$ cat src/rtl/vmicro16_apb_gpio_port_if.sv
// rtl/vmicro16_apb_gpio_port_if.sv - APB bus bundle between interconnect and the GPIO port
interface vmicro16_apb_gpio_port_if #(
  parameter int BUS_WIDTH  = 16,
  parameter int ADDR_WIDTH = 3
);
  logic [ADDR_WIDTH-1:0] S_PADDR;
  logic                  S_PWRITE;
  logic                  S_PSELx;
  logic                  S_PENABLE;
  logic [BUS_WIDTH-1:0]  S_PWDATA;
  logic [BUS_WIDTH-1:0]  S_PRDATA;
  logic                  S_PREADY;

  modport master (
    output S_PADDR, S_PWRITE, S_PSELx, S_PENABLE, S_PWDATA,
    input  S_PRDATA, S_PREADY
  );

  modport slave (
    input  S_PADDR, S_PWRITE, S_PSELx, S_PENABLE, S_PWDATA,
    output S_PRDATA, S_PREADY
  );
endinterface

$ cat src/rtl/vmicro16_apb_gpio_port.sv
// rtl/vmicro16_apb_gpio_port.sv - APB GPIO port: direction, synced inputs, set/clear, edge irq
module vmicro16_apb_gpio_port #(
  parameter int BUS_WIDTH  = 16,
  parameter int PINS       = 16,
  parameter int ADDR_WIDTH = 3,
  parameter int OUT_RESET  = 0
) (
  input  logic                    clk,
  input  logic                    reset,
  vmicro16_apb_gpio_port_if.slave s_apb,
  input  logic [PINS-1:0]         gpio_in,
  output logic [PINS-1:0]         gpio_out,
  output logic [PINS-1:0]         gpio_oe,
  output logic                    irq
);
  localparam logic [ADDR_WIDTH-1:0] A_OUT   = ADDR_WIDTH'(0);
  localparam logic [ADDR_WIDTH-1:0] A_IN    = ADDR_WIDTH'(1);
  localparam logic [ADDR_WIDTH-1:0] A_DIR   = ADDR_WIDTH'(2);
  localparam logic [ADDR_WIDTH-1:0] A_IEN   = ADDR_WIDTH'(3);
  localparam logic [ADDR_WIDTH-1:0] A_ISTAT = ADDR_WIDTH'(4);
  localparam logic [ADDR_WIDTH-1:0] A_SET   = ADDR_WIDTH'(5);
  localparam logic [ADDR_WIDTH-1:0] A_CLR   = ADDR_WIDTH'(6);

  logic                 r_pready;
  logic [BUS_WIDTH-1:0] r_prdata;
  logic [PINS-1:0]      r_out;
  logic [PINS-1:0]      r_dir;
  logic [PINS-1:0]      r_ien;
  logic [PINS-1:0]      r_istat;
  logic [PINS-1:0]      r_s1;
  logic [PINS-1:0]      r_s2;
  logic [PINS-1:0]      r_prev;
  logic                 r_irq;

  logic                 w_access;
  logic                 w_commit;
  logic                 w_rd_strobe;
  logic [PINS-1:0]      w_wdata;
  logic [PINS-1:0]      w_in;
  logic [PINS-1:0]      w_rise;
  logic [PINS-1:0]      w_istat_clr;
  logic [BUS_WIDTH-1:0] w_rdata;

  // PREADY rises after the first access cycle, so every transfer sees one wait state.
  assign w_access    = s_apb.S_PSELx & s_apb.S_PENABLE;
  assign w_commit    = w_access & r_pready & s_apb.S_PWRITE;
  assign w_rd_strobe = w_access & ~r_pready & ~s_apb.S_PWRITE;
  assign w_wdata     = s_apb.S_PWDATA[PINS-1:0];

  assign w_in        = r_s2 & ~r_dir;
  assign w_rise      = r_s2 & ~r_prev & ~r_dir;
  assign w_istat_clr = (w_commit && s_apb.S_PADDR == A_ISTAT) ? w_wdata : '0;

  always_comb begin
    w_rdata = '0;
    case (s_apb.S_PADDR)
      A_OUT:   w_rdata[PINS-1:0] = r_out;
      A_IN:    w_rdata[PINS-1:0] = w_in;
      A_DIR:   w_rdata[PINS-1:0] = r_dir;
      A_IEN:   w_rdata[PINS-1:0] = r_ien;
      A_ISTAT: w_rdata[PINS-1:0] = r_istat;
      default: w_rdata = '0;
    endcase
  end

  always_ff @(posedge clk or negedge reset) begin
    if (!reset) begin
      r_pready <= 1'b0;
      r_prdata <= '0;
      r_out    <= OUT_RESET[PINS-1:0];
      r_dir    <= '0;
      r_ien    <= '0;
      r_istat  <= '0;
      r_s1     <= '0;
      r_s2     <= '0;
      r_prev   <= '0;
      r_irq    <= 1'b0;
    end else begin
      r_pready <= w_access & ~r_pready;
      r_prdata <= w_rd_strobe ? w_rdata : '0;
      r_s1     <= gpio_in;
      r_s2     <= r_s1;
      r_prev   <= r_s2;
      // A fresh edge on a bit being cleared wins, so no event is lost.
      r_istat  <= (r_istat & ~w_istat_clr) | w_rise;
      r_irq    <= |(r_istat & r_ien);
      if (w_commit) begin
        case (s_apb.S_PADDR)
          A_OUT:   r_out <= w_wdata;
          A_DIR:   r_dir <= w_wdata;
          A_IEN:   r_ien <= w_wdata;
          A_SET:   r_out <= r_out | w_wdata;
          A_CLR:   r_out <= r_out & ~w_wdata;
          default: ;
        endcase
      end
    end
  end

  assign s_apb.S_PREADY = r_pready;
  assign s_apb.S_PRDATA = r_prdata;
  assign gpio_out       = r_out;
  assign gpio_oe        = r_dir;
  assign irq            = r_irq;
endmodule

$ cat src/flat_wrapper.sv
// flat-port wrapper written by rule: the top's interface ports become plain ports
module vmicro16_apb_gpio_port_flat 
#(
  parameter int BUS_WIDTH  = 16,
  parameter int PINS       = 16,
  parameter int ADDR_WIDTH = 3,
  parameter int OUT_RESET  = 0
)
  (clk, reset, gpio_in, gpio_out, gpio_oe, irq, s_apb_S_PADDR, s_apb_S_PWRITE, s_apb_S_PSELx, s_apb_S_PENABLE, s_apb_S_PWDATA, s_apb_S_PRDATA, s_apb_S_PREADY);
  vmicro16_apb_gpio_port_if #(.BUS_WIDTH(BUS_WIDTH), .ADDR_WIDTH(ADDR_WIDTH)) s_apb_i ();
  input  logic clk;
  input  logic reset;
  input  logic [PINS-1:0] gpio_in;
  output logic [PINS-1:0] gpio_out;
  output logic [PINS-1:0] gpio_oe;
  output logic irq;
  input wire logic [$bits(s_apb_i.S_PADDR)-1:0] s_apb_S_PADDR;
  input wire logic [$bits(s_apb_i.S_PWRITE)-1:0] s_apb_S_PWRITE;
  input wire logic [$bits(s_apb_i.S_PSELx)-1:0] s_apb_S_PSELx;
  input wire logic [$bits(s_apb_i.S_PENABLE)-1:0] s_apb_S_PENABLE;
  input wire logic [$bits(s_apb_i.S_PWDATA)-1:0] s_apb_S_PWDATA;
  output wire logic [$bits(s_apb_i.S_PRDATA)-1:0] s_apb_S_PRDATA;
  output wire logic [$bits(s_apb_i.S_PREADY)-1:0] s_apb_S_PREADY;
  assign s_apb_i.S_PADDR = s_apb_S_PADDR;
  assign s_apb_i.S_PWRITE = s_apb_S_PWRITE;
  assign s_apb_i.S_PSELx = s_apb_S_PSELx;
  assign s_apb_i.S_PENABLE = s_apb_S_PENABLE;
  assign s_apb_i.S_PWDATA = s_apb_S_PWDATA;
  assign s_apb_S_PRDATA = s_apb_i.S_PRDATA;
  assign s_apb_S_PREADY = s_apb_i.S_PREADY;
  vmicro16_apb_gpio_port #(.BUS_WIDTH(BUS_WIDTH), .PINS(PINS), .ADDR_WIDTH(ADDR_WIDTH), .OUT_RESET(OUT_RESET)) u_core (.clk(clk), .reset(reset), .s_apb(s_apb_i), .gpio_in(gpio_in), .gpio_out(gpio_out), .gpio_oe(gpio_oe), .irq(irq));
endmodule
$ cat config.mk
export PLATFORM = sky130hd
export DESIGN_NAME = vmicro16_apb_gpio_port_flat
export DESIGN_NICKNAME = d
export VERILOG_FILES = /design/src/rtl/vmicro16_apb_gpio_port_if.sv /design/src/rtl/vmicro16_apb_gpio_port.sv /design/src/flat_wrapper.sv
export SDC_FILE = /design/constraint.sdc
export NUM_CORES = 1
export LEC_CHECK = 0
export ABC_AREA = 1
export BUFFER_PORTS_ARGS = -buffer_cell sky130_fd_sc_hd__buf_2
export CORE_AREA = 2 2 158 83
export DETAILED_ROUTE_END_ITERATION = 6
export DIE_AREA = 0 0 160 85
export PLACE_DENSITY_LB_ADDON = 0.25
export SYNTH_ARGS = -nofsm -noshare
export SYNTH_HDL_FRONTEND = slang
export SYNTH_SLANG_ARGS = --single-unit
$ cat constraint.sdc
create_clock -name clk -period 2.45 [get_ports clk]
set_input_delay 0.49 -clock clk [delete_from_list [all_inputs] [get_ports clk]]
set_output_delay 0.49 -clock clk [all_outputs]
set_load 0.01 [all_outputs]
==> impl_summary.md <==
Clock network
Counting every sink on the clock net gives 130. The clock reaches the later pin of the worst-skew pair after 0.42 ns. Clock-pin slew was measured on the worst setup and hold paths at 0.06 ns. The maximum number of buffers from clock root to sink is 2. Hold repair after CTS inserted 0 buffers.

The post-cts sizing count is 0. The count of H-tree levels built during CTS is 4. The TritonCTS clock tree is done. The number of clock buffers added by TritonCTS is 17. The root buffer cell chosen for the clock tree is clkbuf_16.

The number of setup buffers added after CTS is 0.

Power
The sequential group share of total power is 43.8%. The switching share of power is 27.1%. Summed over all cells, the static leakage comes to 3.60 nW. The combinational power share is 10.5%.

In this run the power spent charging and discharging nets is about 1.5 mW. The proportion of power drawn by the clock network is 45.7%. Dividing total power by cell area gives a power density of 789 nW/um^2. Internal power comes to ~4.0 mW. The worst-case IR drop observed on VDD is 0.405 mV.

Timing
Static timing analysis puts the maximum clock frequency at 612 MHz. Measured against its own limit, the worst slew margin works out to 47.8%. The pin slew with the least headroom to its limit is between 0.7 and 0.8 ns.

Setup repair after global routing left no endpoint under its margin. The worst path meets setup with 0.816 ns of slack. The setup total negative slack is 0 ns. The final-report max-slew violation count came to 0. After layout, the minimum clock period comes to 1.63 ns. Clock skew on the completed layout was measured at roughly 0.009 ns.

The final period utilization is 66.7%. The number of hold-slack violations in the final timing report was 0. The final-report setup violation count is 0.

The worst hold-check slack is 0.134 ns.

Cells and area
The antenna cell count is 0. In the layout the commonest cells are 219 x nand2_1, 130 x dfrtp_1, 105 x nand3_1. The post-route netlist has 19.0% of its cells at a drive strength greater than 1. The number of fill cells is between 1000 and 1500. The count of cells in the finished layout, fillers not included, comes to just under 1000. Measured on the finished design, the core utilization comes to 56.5%. The most common cell after layout, fill and taps aside is nand2_1. The synthesis-to-layout area growth is 23.2%.

For this run, the post-layout net count is 825.

GRT
The remaining global-route overflow is 0. The number of antenna violations at the first check in global routing is 0. The global-route track usage on met2 is between 30% and 40%.

The wire length of the first global-routing pass is 25800 um. The met3 usage is 6.50%. Entering global routing, the biggest net connects 131 pins.

The layer carrying the most global-route usage is met1. The overall routing resource usage is between 20 and 25%. The number of global-route vias before repair was 4993. Global routing consumed, on the met1 layer, 36.5% of the routing resources.

Placed design
After detailed placement, the design holds a cell count of 936. Detailed placement ended at an HPWL of about 11000 um. The setup slack after placement is 0.466 ns. At the end of routability-driven placement, the weighted congestion stood at 0.818.

The quantity of I/O buffers inserted on ports is 89.

Setup path
Among cell families on the critical path, the largest total delay comes from simple AND/OR/NAND/NOR gates. The cell with the largest stage delay on the worst path is nand2_1. Along the worst path, the maximum fanout reaches 19. The kind of critical path is input pin to flop. STA classifies the critical path startpoint as an input pin. STA puts the critical path data required time at roughly 2.8 ns.

Data arrives at the worst endpoint at 1.99 ns. The cell repeated most along the worst path is nand2_1. The number of buffers and inverters on the critical path is 2. On the worst path, the slowest cell contributes a delay of 0.46 ns. The worst setup path is captured at a flop. Walking the worst path, the cells encountered are buf_2 -> inv_2 -> nand2_1 -> nand3_1 -> nand2_1 -> nand2_1 -> nand2_1 -> nand2_1.

Flow run
The number of maximum-capacitance violations is 0.

Drt
The total via count in the routed design is 5044. The number of DRC markers in iteration 0 is 552. The vias per cell is 5.21. The detail route stage leaves a number of antenna-violating nets equal to 0. The detailed-route wire length is 15800 um. Dividing the detail-routed wire length by the instance count gives 16.3 um. The iteration count of the initial detailed-routing pass is 5. After detailed routing, the number of remaining DRC violations is 0.

Floorplan
The vertical extent of the die is 85 um. The starting utilization of the core area is 45.9%. The floorplan has 29 rows. From left edge to right edge, the die measures 160 um. The core area is 12300 um^2. The full die area is around 14000 um^2. Pin placement for this block handled 90 I/O pins.

Hold path
In this run the worst hold path is classified as input pin to async pin.

Logic synthesis
The cell count after synthesis came out at 684. dfrtp_1 takes more of the synthesized area than any other cell. During synthesis, Yosys emitted a total of 0 warnings.

The number of nets in the synthesized netlist is ~720. The average instance in the mapped netlist occupies 8.22 um^2. The synthesized design devotes to its leading area cell type 57.8% of total area. The combined area of all synthesized cells is ~5600 um^2. The flip-flop and latch count after synthesis is 130. Yosys attributes the largest share of cell area to dfrtp_1 58%, nand2_1 15%, nand3_1 9.3%.

The post-synthesis cell type count is 17. The sequential element share of the synthesized area is 57.8%.

Run status
The flow ran to the end, and the final reports show no timing, DRC or antenna violations.
## kinds of logic (layout without fill, tap and decap cells)
| logic type | after synthesis | in the layout | synth area share, % |
|---|---|---|---|
| and+or+nand+nor | 412 | 412 | 31.2 |
| DFF | 130 | 130 | 57.8 |
| buffers and inverters | 92 | 206 | 6.45 |
| AOI/OAI and AO/OA | 50 | 50 | 4.52 |
## final timing paths
kind | startpoint | end | slack (ns) | cells after the start
hold reg to reg | u_core.r_s1[11] | u_core.r_s2[11] | 0.35 | 0
hold / removal | reset | u_core.r_s2[2] | 0.13 | 2
setup reg to reg | u_core.s_apb.S_PREADY | u_core.gpio_out[14] | 0.86 | 5
min in group clk | gpio_in[10] | u_core.r_s1[10] | 0.17 | 1
setup / recovery | s_apb_S_PADDR[0] | u_core.gpio_out[14] | 0.82 | 8
max in group asynchronous | reset | u_core.r_ien[10] | 1.75 | 2
## metrics by stage
stage / power [mW] / cell area [um^2]
after floorplan: 2.71 / 5630
after global placement: 2.98 / 6350
after detailed placement: 3.00 / 6350
after CTS: 5.50 / 6930
after global routing: 5.70 / 6930
final: 5.47 / 6930
## flip-flops by register name (all words and copies together), names as in the netlist
register               cells
u_core.r_ien              16
u_core.r_s2               16
u_core.r_prev             16
u_core.s_apb.S_PREADY      1
u_core.irq                 1
u_core.s_apb.S_PRDATA     16
u_core.gpio_oe            16
u_core.r_s1               16
u_core.r_istat            16
u_core.gpio_out           16
## power by group through the flow
stage / clock (mW) / sequential, mW / combinational [mW]
after floorplan: 0 / 2.43 / 0.280
after global routing: 2.64 / 2.41 / 0.653
after global placement: 0 / 2.42 / 0.554
after CTS: 2.53 / 2.39 / 0.578
after detailed placement: 0 / 2.43 / 0.573
final: 2.50 / 2.39 / 0.577
## area by class of cell
cell class / count / area [um^2] / share of cell area [%]
sequential: 130 / 3250 / 46.9
multi-input combinational: 462 / 2010 / 29.0
timing repair buffer: 111 / 638 / 9.20
clock buffer: 18 / 429 / 6.19
inverter: 63 / 236 / 3.41
tap: 170 / 213 / 3.07
clock inverter: 14 / 154 / 2.22
## cells in the mapped netlist
cell      number
nand4_1       21
nor3_1         1
buf_2          5
nor2_4         1
inv_1         60
o21ai_0       46
o21ai_1        3
nor2_1        60
buf_4          3
nand3_2        1
dfrtp_1      130
clkbuf_1      21
nor2_2         4
inv_2          3
a21oi_2        1
nand2_1      219
nand3_1      105
## per-layer routing
metal	wire length (um)	share of wire, %	up-vias
met4	201	1.3	0
met5	0	0	-
met2	6800	43	232
met3	1560	9.9	21
li1	-	-	2396
met1	7200	46	2395
Power figures use the tool's default switching activity.
